$ cat src/rtl/hp_pkg.sv
// Shared definitions for the hogge phase-detector sensor chain: controller
// state encodings, default parameter values and a counter-width helper.
package hp_pkg;

  // Qualification controller states
  typedef enum logic [1:0] {
    ARMING  = 2'd0,
    MONITOR = 2'd1,
    FAULT   = 2'd2
  } hp_state_e;

  // Default tuning of the alarm qualification stage
  localparam int HP_SYNC_STAGES  = 2;
  localparam int HP_ARM_CYCLES   = 16;
  localparam int HP_FILTER       = 2;
  localparam int HP_CNT_W        = 8;
  localparam int HP_FAULT_THRESH = 3;

  // Bits needed for a counter that must be able to hold the value 'limit'
  function automatic int hp_cnt_width(input int limit);
    return (limit < 1) ? 1 : $clog2(limit + 1);
  endfunction

endpackage

$ cat src/rtl/hp_sync.sv
// Generic N-stage synchronizer for a single asynchronous bit. The reset value
// is a parameter so a sensor alarm can be treated as asserted out of reset.
module hp_sync #(
  parameter int   STAGES  = 2,
  parameter logic RST_VAL = 1'b1
) (
  input  logic clk,
  input  logic srst,
  input  logic d,
  output logic q
);

  logic [STAGES-1:0] stage_reg;

  // Shift the raw input through the chain; bit 0 is the metastability catcher
  always_ff @(posedge clk) begin
    if (srst) begin
      stage_reg <= {STAGES{RST_VAL}};
    end else begin
      stage_reg <= {stage_reg[STAGES-2:0], d};
    end
  end

  assign q = stage_reg[STAGES-1];

endmodule

$ cat src/rtl/hp_alarm_ctrl.sv
// Alarm qualification stage for the hogge glitch sensor: synchronizes the raw
// alarm, waits for the oscillator to settle, filters short spurs, counts
// qualified glitch events and raises a sticky fault at a threshold.
module hp_alarm_ctrl
  import hp_pkg::*;
#(
  parameter int SYNC_STAGES  = HP_SYNC_STAGES,
  parameter int ARM_CYCLES   = HP_ARM_CYCLES,
  parameter int FILTER       = HP_FILTER,
  parameter int CNT_W        = HP_CNT_W,
  parameter int FAULT_THRESH = HP_FAULT_THRESH
) (
  input  logic             CK,
  input  logic             RST,
  input  logic             Alarm,
  input  logic             clear,
  output logic             armed,
  output logic             fault,
  output logic             event_pulse,
  output logic [CNT_W-1:0] event_count
);

  localparam int SW = hp_cnt_width(ARM_CYCLES);
  localparam int FW = hp_cnt_width(FILTER);

  localparam logic [SW-1:0]    STABLE_LAST = SW'(ARM_CYCLES - 1);
  localparam logic [FW-1:0]    RUN_LAST    = FW'(FILTER - 1);
  localparam logic [FW-1:0]    RUN_DONE    = FW'(FILTER);
  localparam logic [CNT_W-1:0] CNT_MAX     = {CNT_W{1'b1}};
  localparam logic [CNT_W-1:0] THRESH      = CNT_W'(FAULT_THRESH);

  logic a_s;

  hp_state_e        state_reg, state_next;
  logic [SW-1:0]    stable_cnt_reg, stable_cnt_next;
  logic [FW-1:0]    run_cnt_reg, run_cnt_next;
  logic [CNT_W-1:0] count_reg, count_next;
  logic             pulse_reg, pulse_next;
  logic             armed_reg, armed_next;
  logic             fault_reg, fault_next;
  logic [CNT_W-1:0] count_inc;
  logic             fire;

  // Alarm is taken as asserted out of reset until the chain flushes
  hp_sync #(
    .STAGES (SYNC_STAGES),
    .RST_VAL(1'b1)
  ) u_alarm_sync (
    .clk (CK),
    .srst(RST),
    .d   (Alarm),
    .q   (a_s)
  );

  // Saturating increment of the event counter
  assign count_inc = (count_reg == CNT_MAX) ? count_reg : count_reg + 1'b1;

  // State and counter registers; reset overrides every other input
  always_ff @(posedge CK) begin
    if (RST) begin
      state_reg      <= ARMING;
      stable_cnt_reg <= '0;
      run_cnt_reg    <= '0;
      count_reg      <= '0;
      pulse_reg      <= 1'b0;
      armed_reg      <= 1'b0;
      fault_reg      <= 1'b0;
    end else begin
      state_reg      <= state_next;
      stable_cnt_reg <= stable_cnt_next;
      run_cnt_reg    <= run_cnt_next;
      count_reg      <= count_next;
      pulse_reg      <= pulse_next;
      armed_reg      <= armed_next;
      fault_reg      <= fault_next;
    end
  end

  // Next-state logic: arming, run-length filtering, counting and clear
  always_comb begin
    state_next      = state_reg;
    stable_cnt_next = stable_cnt_reg;
    run_cnt_next    = run_cnt_reg;
    count_next      = count_reg;
    pulse_next      = 1'b0;
    fire            = 1'b0;

    unique case (state_reg)
      ARMING: begin
        // Wait for ARM_CYCLES consecutive quiet cycles; no event counting
        run_cnt_next = '0;
        if (a_s) begin
          stable_cnt_next = '0;
        end else if (stable_cnt_reg == STABLE_LAST) begin
          stable_cnt_next = '0;
          state_next      = MONITOR;
        end else begin
          stable_cnt_next = stable_cnt_reg + 1'b1;
        end
        if (clear) begin
          count_next = '0;
        end
      end

      MONITOR, FAULT: begin
        stable_cnt_next = '0;
        // Run-length filter: one event per continuous high run of FILTER+
        if (!a_s) begin
          run_cnt_next = '0;
        end else if (run_cnt_reg == RUN_LAST) begin
          fire         = 1'b1;
          run_cnt_next = RUN_DONE;
        end else if (run_cnt_reg != RUN_DONE) begin
          run_cnt_next = run_cnt_reg + 1'b1;
        end

        // Events keep counting in FAULT so the history stays visible
        if (fire) begin
          pulse_next = 1'b1;
          count_next = count_inc;
          if ((state_reg == MONITOR) && (count_inc >= THRESH)) begin
            state_next = FAULT;
          end
        end

        // Clear beats a simultaneous event; only FAULT is left on clear
        if (clear) begin
          pulse_next   = 1'b0;
          count_next   = '0;
          run_cnt_next = '0;
          if (state_reg == FAULT) begin
            state_next      = ARMING;
            stable_cnt_next = '0;
          end else begin
            state_next = state_reg;
          end
        end
      end

      default: begin
        state_next      = ARMING;
        stable_cnt_next = '0;
        run_cnt_next    = '0;
        count_next      = '0;
      end
    endcase

    armed_next = (state_next == MONITOR);
    fault_next = (state_next == FAULT);
  end

  assign armed       = armed_reg;
  assign fault       = fault_reg;
  assign event_pulse = pulse_reg;
  assign event_count = count_reg;

endmodule

$ cat config.mk
export PLATFORM = sky130hd
export DESIGN_NAME = hp_alarm_ctrl
export DESIGN_NICKNAME = d
export VERILOG_FILES = /design/src/rtl/hp_pkg.sv /design/src/rtl/hp_sync.sv /design/src/rtl/hp_alarm_ctrl.sv
export SDC_FILE = /design/constraint.sdc
export NUM_CORES = 1
export LEC_CHECK = 0
export ABC_AREA = 1
export ABC_CLOCK_PERIOD_IN_PS = 2880
export BUFFER_PORTS_ARGS = -buffer_cell sky130_fd_sc_hd__clkbuf_2
export CORE_ASPECT_RATIO = 0.8
export CORE_MARGIN = 4
export CORE_UTILIZATION = 45
export DETAILED_ROUTE_END_ITERATION = 6
export SLEW_MARGIN = 20
export SYNTH_ARGS = -nofsm -noshare
export SYNTH_HDL_FRONTEND = slang
export SYNTH_HIERARCHICAL = 1
export SYNTH_SLANG_ARGS = --single-unit
$ cat constraint.sdc
create_clock -name CK -period 2.88 [get_ports CK]
set_input_delay 0.288 -clock CK [delete_from_list [all_inputs] [get_ports CK]]
set_output_delay 0.288 -clock CK [all_outputs]
set_load 0.02 [all_outputs]
# Word-level counts from Yosys, hierarchy flattened
# Cells that the tools add are included.
[op_classes] addsub=3 magnitude_cmp=1 eq_ne=10 n_mux=18 bitwise_logic=3 reduce_logical=9
[op_table] operator="8-bit 2-to-1 mux" n=4
[op_table] operator="2-bit 2-to-1 mux" n=8
[op_table] operator="8-bit one-hot mux with 2 select lines" n=1
[op_table] operator="8-bit by 1-bit adder with 8-bit output, second input constant" n=1
[op_table] operator="8-bit == test, second input constant" n=1
[op_table] operator="8-bit by 2-bit >= comparator with 1-bit output, second input constant" n=1
[op_table] operator="4-bit OR reduction" n=2
[op_table] operator="2-bit by 1-bit == test with 1-bit output, second input constant" n=3
[op_table] operator="5-bit by 1-bit adder with 5-bit output, second input constant" n=1
[op_table] operator="5-bit by 4-bit == test with 1-bit output, second input constant" n=1
[op_table] operator="5-bit OR reduction" n=1
[op_table] operator="2-bit == test, second input constant" n=2
[op_table] operator="1-bit 2-to-1 mux" n=4
[op_table] operator="2-bit != test, second input constant" n=2
[op_table] operator="2-bit one-hot mux with 2 select lines" n=1
[op_table] operator="3-bit != test, second input constant" n=1
[op_table] operator="1-bit NOT" n=3
[op_table] operator="3-bit OR reduction" n=1
[op_table] operator="2-bit by 1-bit adder with 2-bit output, second input constant" n=1
[op_table] operator="2-bit zero test" n=1
[op_table] operator="2-bit AND reduction" n=1
[op_table] operator="2-bit nonzero test" n=1
[op_table] operator="2-bit OR reduction" n=1
[op_table] operator="1-bit logical AND" n=1
[word_totals] register_bits=22 input_bits=4 out_inout_bits=11 word_cells=53

# Logic depth before layout (Yosys ltp)
[depth] word_depth=9 depth_mapped=15 depth_no_buf=15

# By module
# The synthesis kept the hierarchy.
[by_module_without_submodules] mod="hp_alarm_ctrl" n_inst=1 cells_per_inst=166 area_per_inst_um2=1129.8 seq_area_each_um2=400.4
[by_module_without_submodules] mod="hp_sync" n_inst=1 cells_per_inst=7 area_per_inst_um2=58.8 seq_area_each_um2=40.0

# Least setup slack after synthesis
# OpenSTA, ideal clock, no wires.
[synth_path] kind="reg-to-reg" start="register count_reg[1], in the netlist event_count[1]" end="register fault_reg, in the netlist fault" setup_time_ns=0.112 arrival_time_ns=1.709 required_ns=2.768 setup_slack_ns=1.059 path_stages_with_launch=15 n_path_buf=0 period_less_slack_ns=1.821 path_cell_list="dfxtp_1 > ha_1 > nand2_2 > nor2_4 > nand2_4 > nand2_2 > nand2_2 > a21oi_2 > nand2_1 > nand2_1 > nand2_1 > nand2_1 > nand2_1 > nand2_1 > nor2_1"
[synth_between] elab_chain_cells=9 elab_cells_between_ends=10 classes_between="add/sub (1); order compare (1); eq/ne (2); mux (5); reduce/logical (1)"
[synth_lines] item="start, declared" line_no="hp_alarm_ctrl.sv:37" source="logic [CNT_W-1:0] count_reg, count_next;"
[synth_lines] item="start signal, assigned" line_no="hp_alarm_ctrl.sv:72" source="count_reg <= count_next;"
[synth_lines] item="8-bit by 1-bit adder with 8-bit output / 8-bit == test (equally long branches)" line_no="hp_alarm_ctrl.sv:56" source="assign count_inc = (count_reg == CNT_MAX) ? count_reg : count_reg + 1'b1;"
[synth_lines] item="8-bit 2-to-1 mux *" line_no="hp_alarm_ctrl.sv:56"
[synth_lines] item="8-bit by 2-bit >= comparator with 1-bit output *" line_no="hp_alarm_ctrl.sv:121" source="if ((state_reg == MONITOR) && (count_inc >= THRESH)) begin"
[synth_lines] item="1-bit logical AND *" line_no="hp_alarm_ctrl.sv:121"
[synth_lines] item="2-bit 2-to-1 mux *" line_no="hp_alarm_ctrl.sv:121"
[synth_lines] item="2-bit 2-to-1 mux *" line_no="hp_alarm_ctrl.sv:118" source="if (fire) begin"
[synth_lines] item="2-bit 2-to-1 mux *" line_no="hp_alarm_ctrl.sv:127" source="if (clear) begin"
[synth_lines] item="2-bit one-hot mux with 2 select lines *" line_no="hp_alarm_ctrl.sv:88" source="unique case (state_reg)"
[synth_lines] item="2-bit == test *" line_no="hp_alarm_ctrl.sv:149" source="fault_next = (state_next == FAULT);"
[synth_lines] item="end signal, assigned" line_no="hp_alarm_ctrl.sv:75" source="fault_reg <= fault_next;"
[synth_lines] item="end, declared" line_no="hp_alarm_ctrl.sv:40" source="logic fault_reg, fault_next;"
# Mark *: on every way between the ends. The rest lies on a longest branch, timed or not.
# A chain may end at the register's enable or synchronous reset.

# Worst setup path in the final report
[layout_path] start="register count_reg[1], in the netlist event_count[1]" end="register state_reg[1]"
[layout_between] elab_chain_cells=8 elab_cells_between_ends=9 classes_between="add/sub (1); order compare (1); eq/ne (1); mux (5); reduce/logical (1)"
[layout_lines] item="8-bit by 1-bit adder with 8-bit output / 8-bit == test (equally long branches)" line_no="hp_alarm_ctrl.sv:56"
[layout_lines] item="8-bit 2-to-1 mux *" line_no="hp_alarm_ctrl.sv:56"
[layout_lines] item="8-bit by 2-bit >= comparator with 1-bit output *" line_no="hp_alarm_ctrl.sv:121"
[layout_lines] item="1-bit logical AND *" line_no="hp_alarm_ctrl.sv:121"
[layout_lines] item="2-bit 2-to-1 mux *" line_no="hp_alarm_ctrl.sv:121"
[layout_lines] item="2-bit 2-to-1 mux *" line_no="hp_alarm_ctrl.sv:118"
[layout_lines] item="2-bit 2-to-1 mux *" line_no="hp_alarm_ctrl.sv:127"
[layout_lines] item="2-bit one-hot mux with 2 select lines *" line_no="hp_alarm_ctrl.sv:88"
[layout_lines] item="end signal, assigned" line_no="hp_alarm_ctrl.sv:69" source="state_reg <= state_next;"
[layout_lines] item="end, declared" line_no="hp_alarm_ctrl.sv:34" source="hp_state_e state_reg, state_next;"
# Marked as above.

==> impl_metrics.tcl <==
set metrics [dict create \
    status "completed" \
    crit_cells 14 \
    ioPinCount 15 \
    switching_share_pct 20.4 \
    clk_pin_slew_ns 0.12 \
    p_per_area_nw_per_um2 366 \
    ctsResizeCount 0 \
    drt_iter0_markers 44 \
    setup_viol 0 \
    placed_cell_area_sq_um 1290 \
    clock-sinks 22 \
    postSynthCellCount 173 \
    die-area_sq_um 3530 \
    mostFrequentLayoutCells "nand2_1, inv_1, dfxtp_1" \
    p_comb_share_pct 2.7 \
    crit_path_frequent_cell "nand2_1" \
    h-tree-depth 1 \
    drive_gt1_share_pct 15.9 \
    final_common_cell "nand2_1" \
    place.gp.congestion 0.760 \
    finalNetCount 201 \
    worstSetupPathType "flip-flop to flip-flop" \
    crit_path_end "state_reg[1]" \
    synth_nets 184 \
    slowest_delay_ns 0.49 \
    timing.hold.ws_ns 0.151 \
    via_count 1062 \
    grt.total_usage_pct 15.2 \
    cts_setup_buffers 0 \
    cts_hold_buf 0 \
    dp_hpwl_um 2030 \
    hold_viol 0 \
    fmax_ghz 0.500 \
    portBuffers 14 \
    grt_pass1_wl_um 4040 \
    maxSlewViolCount 0 \
    std_cell_rows 16 \
    fp.dieH_um 54.0 \
    worst_pin_slew_ns 0.477 \
    fin_crit_sh_pct 69.5 \
    pwr-share-clk_pct 34.3 \
    ys_seq_area_share_pct 37.1 \
    syn_area_sq_um 1190 \
    cts_root_buf "clkbuf_4" \
    synth-seq-cells 22 \
    core-area_sq_um 2480 \
    power_mw 0.487 \
    wire_per_inst_um 11.2 \
    cts.path.max_buffers 2 \
    worst_setup_path_start_kind "flip-flop" \
    holdCritPathClass "primary input to flip-flop" \
    worst_ep_required_time_ns 3.09 \
    yosysWarnings 6 \
    fin_skew_ns 0.000764 \
    cp-end-kind "flip-flop" \
    cp_top_family "simple AND/OR/NAND/NOR gates" \
    cts_buffers 3 \
    design_area_sq_um 1330 \
    grt_pass1_vias 906 \
    diodes 0 \
    p_leak_nw 0.626 \
    placed_cells 221 \
    antenna_found_initial 0 \
    p_seq_share_pct 63.1 \
    rr_endpoint "state_reg[1]" \
    routed_wl_um 2530 \
    crit_path_start "event_count[1]" \
    post_synth_num_cell_types 25 \
    timing.rr.start "event_count[1]" \
    start_util_pct 47.9 \
    syn2layout_area_growth_pct 11.8 \
    intPower_mw 0.387 \
    largest_reg_flops 8 \
    rsz0062_at_grt "no" \
    drv_cap 0 \
    slew_headroom_pct 68.1 \
    path_cells "ha_1, nand2_2, nor2_4, nand2_4, nand2_2, nand2_2, a21oi_2, nand2_1, nand2_1, nand2_1, nand2_1, nand2_1, nand2_1, inv_1" \
    grt_overflow 0 \
    drc 0 \
    fin_crit_ns 2.00 \
    via_per_inst 4.72 \
    reg2regPathDepth 14 \
    drtPass1Iterations 4 \
    switchingPower_mw 0.0995 \
    ant_nets 0 \
    peakVddDrop_mv 0.294 \
    tns_ns 0 \
    cp_slowest_cell "dfxtp_1" \
    grt_max_degree 13 \
    layout.cells.non_filler 225 \
    r2r_setup_slack_ns 0.88 \
    cts_tree "done" \
    die_x_um 65.5 \
    worstPathArrival_ns 2.21 \
    cp_max_fo 10 \
    critical_path_buf_inv_count 1 \
    clk_latency_ns 0.30 \
    synth_area_per_cell_sq_um 6.87 \
]
[worst register-to-register path: cells and delay by family, from the launching register on]
kind	cells	cell delay [ns]
buf+inv	1	0.05
flops	1	0.49
fa+ha+maj	1	0.32
simple gates	11	0.93
compound gates	1	0.13
[worst min path at each step]
stage                         startpoint                        end  slack (ns)  cells past startpoint
2_1_floorplan                      Alarm  u_alarm_sync/stage_reg[0]        0.37                      2
6_report                           Alarm  u_alarm_sync/stage_reg[0]        0.15                      3
5_1_grt                            Alarm  u_alarm_sync/stage_reg[0]        0.14                      3
3_3_place_gp   u_alarm_sync/stage_reg[0]  u_alarm_sync/stage_reg[1]        0.39                      2
4_1_cts                            Alarm  u_alarm_sync/stage_reg[0]        0.15                      3
3_5_place_dp   u_alarm_sync/stage_reg[0]  u_alarm_sync/stage_reg[1]        0.41                      2
[cells by family (layout without fill, tap and decap cells)]
group | count (synthesis) | in the layout | share of synthesized area, %
flops | 22 | 22 | 37.1
simple gates | 96 | 96 | 36.3
fa+ha+maj | 7 | 7 | 7.37
xor+xnor | 1 | 1 | 0.737
buf+inv | 28 | 44 | 9.16
compound gates | 19 | 19 | 9.37
[metrics by stage]
stage          util, %  setup WS (ns)
3_5_place_dp      52.1          0.922
2_1_floorplan        -           1.06
5_1_grt           53.5          0.721
6_report          53.5          0.880
4_1_cts           53.5          0.889
3_3_place_gp      52.1          0.896
[area by class of cell]
cell class | count | area, sq um
inverters | 26 | 97.6
well taps | 36 | 45.0
repair buffers | 14 | 70.1
clock buffers | 4 | 36.3
fillers | 276 | 1150
flip-flops and latches | 22 | 440
multi-input cells | 123 | 639
[per-layer routing]
metal	vias to the layer above	GRT usage, %	part of all wire, %
li1	575	-	-
met1	468	19.6	50
met2	17	25.5	44
met3	2	5.01	5.0
met4	0	2.07	0.40
met5	-	0	0
[synthesized netlist by cell type, drive strengths merged]
cell type / number / area, sq um
o22ai: 1 / 12.5
nor3b: 1 / 7.51
inv: 26 / 97.6
o21ai: 4 / 20.0
buf: 1 / 7.51
nor4: 1 / 6.26
and3: 1 / 6.26
nand3: 13 / 65.1
a21oi: 12 / 63.8
o21bai: 1 / 7.51
nor3: 1 / 5.00
dfxtp: 22 / 440
nand2: 55 / 224
o211ai: 1 / 7.51
nor2: 21 / 98.8
ha: 7 / 87.6
clkbuf: 1 / 3.75
xnor2: 1 / 8.76
nand4: 2 / 12.5
or2: 1 / 6.26
[power groups by stage]
stage / logic, mW / clock network (mW) / registers [mW]
detailed placement: 0.0132 / 0 / 0.314
global route: 0.0151 / 0.188 / 0.307
floorplan: 0.00813 / 0 / 0.314
CTS: 0.0132 / 0.172 / 0.307
finish: 0.0131 / 0.167 / 0.307
global placement: 0.0122 / 0 / 0.314
Note: power is estimated with default switching activity, not from simulation.
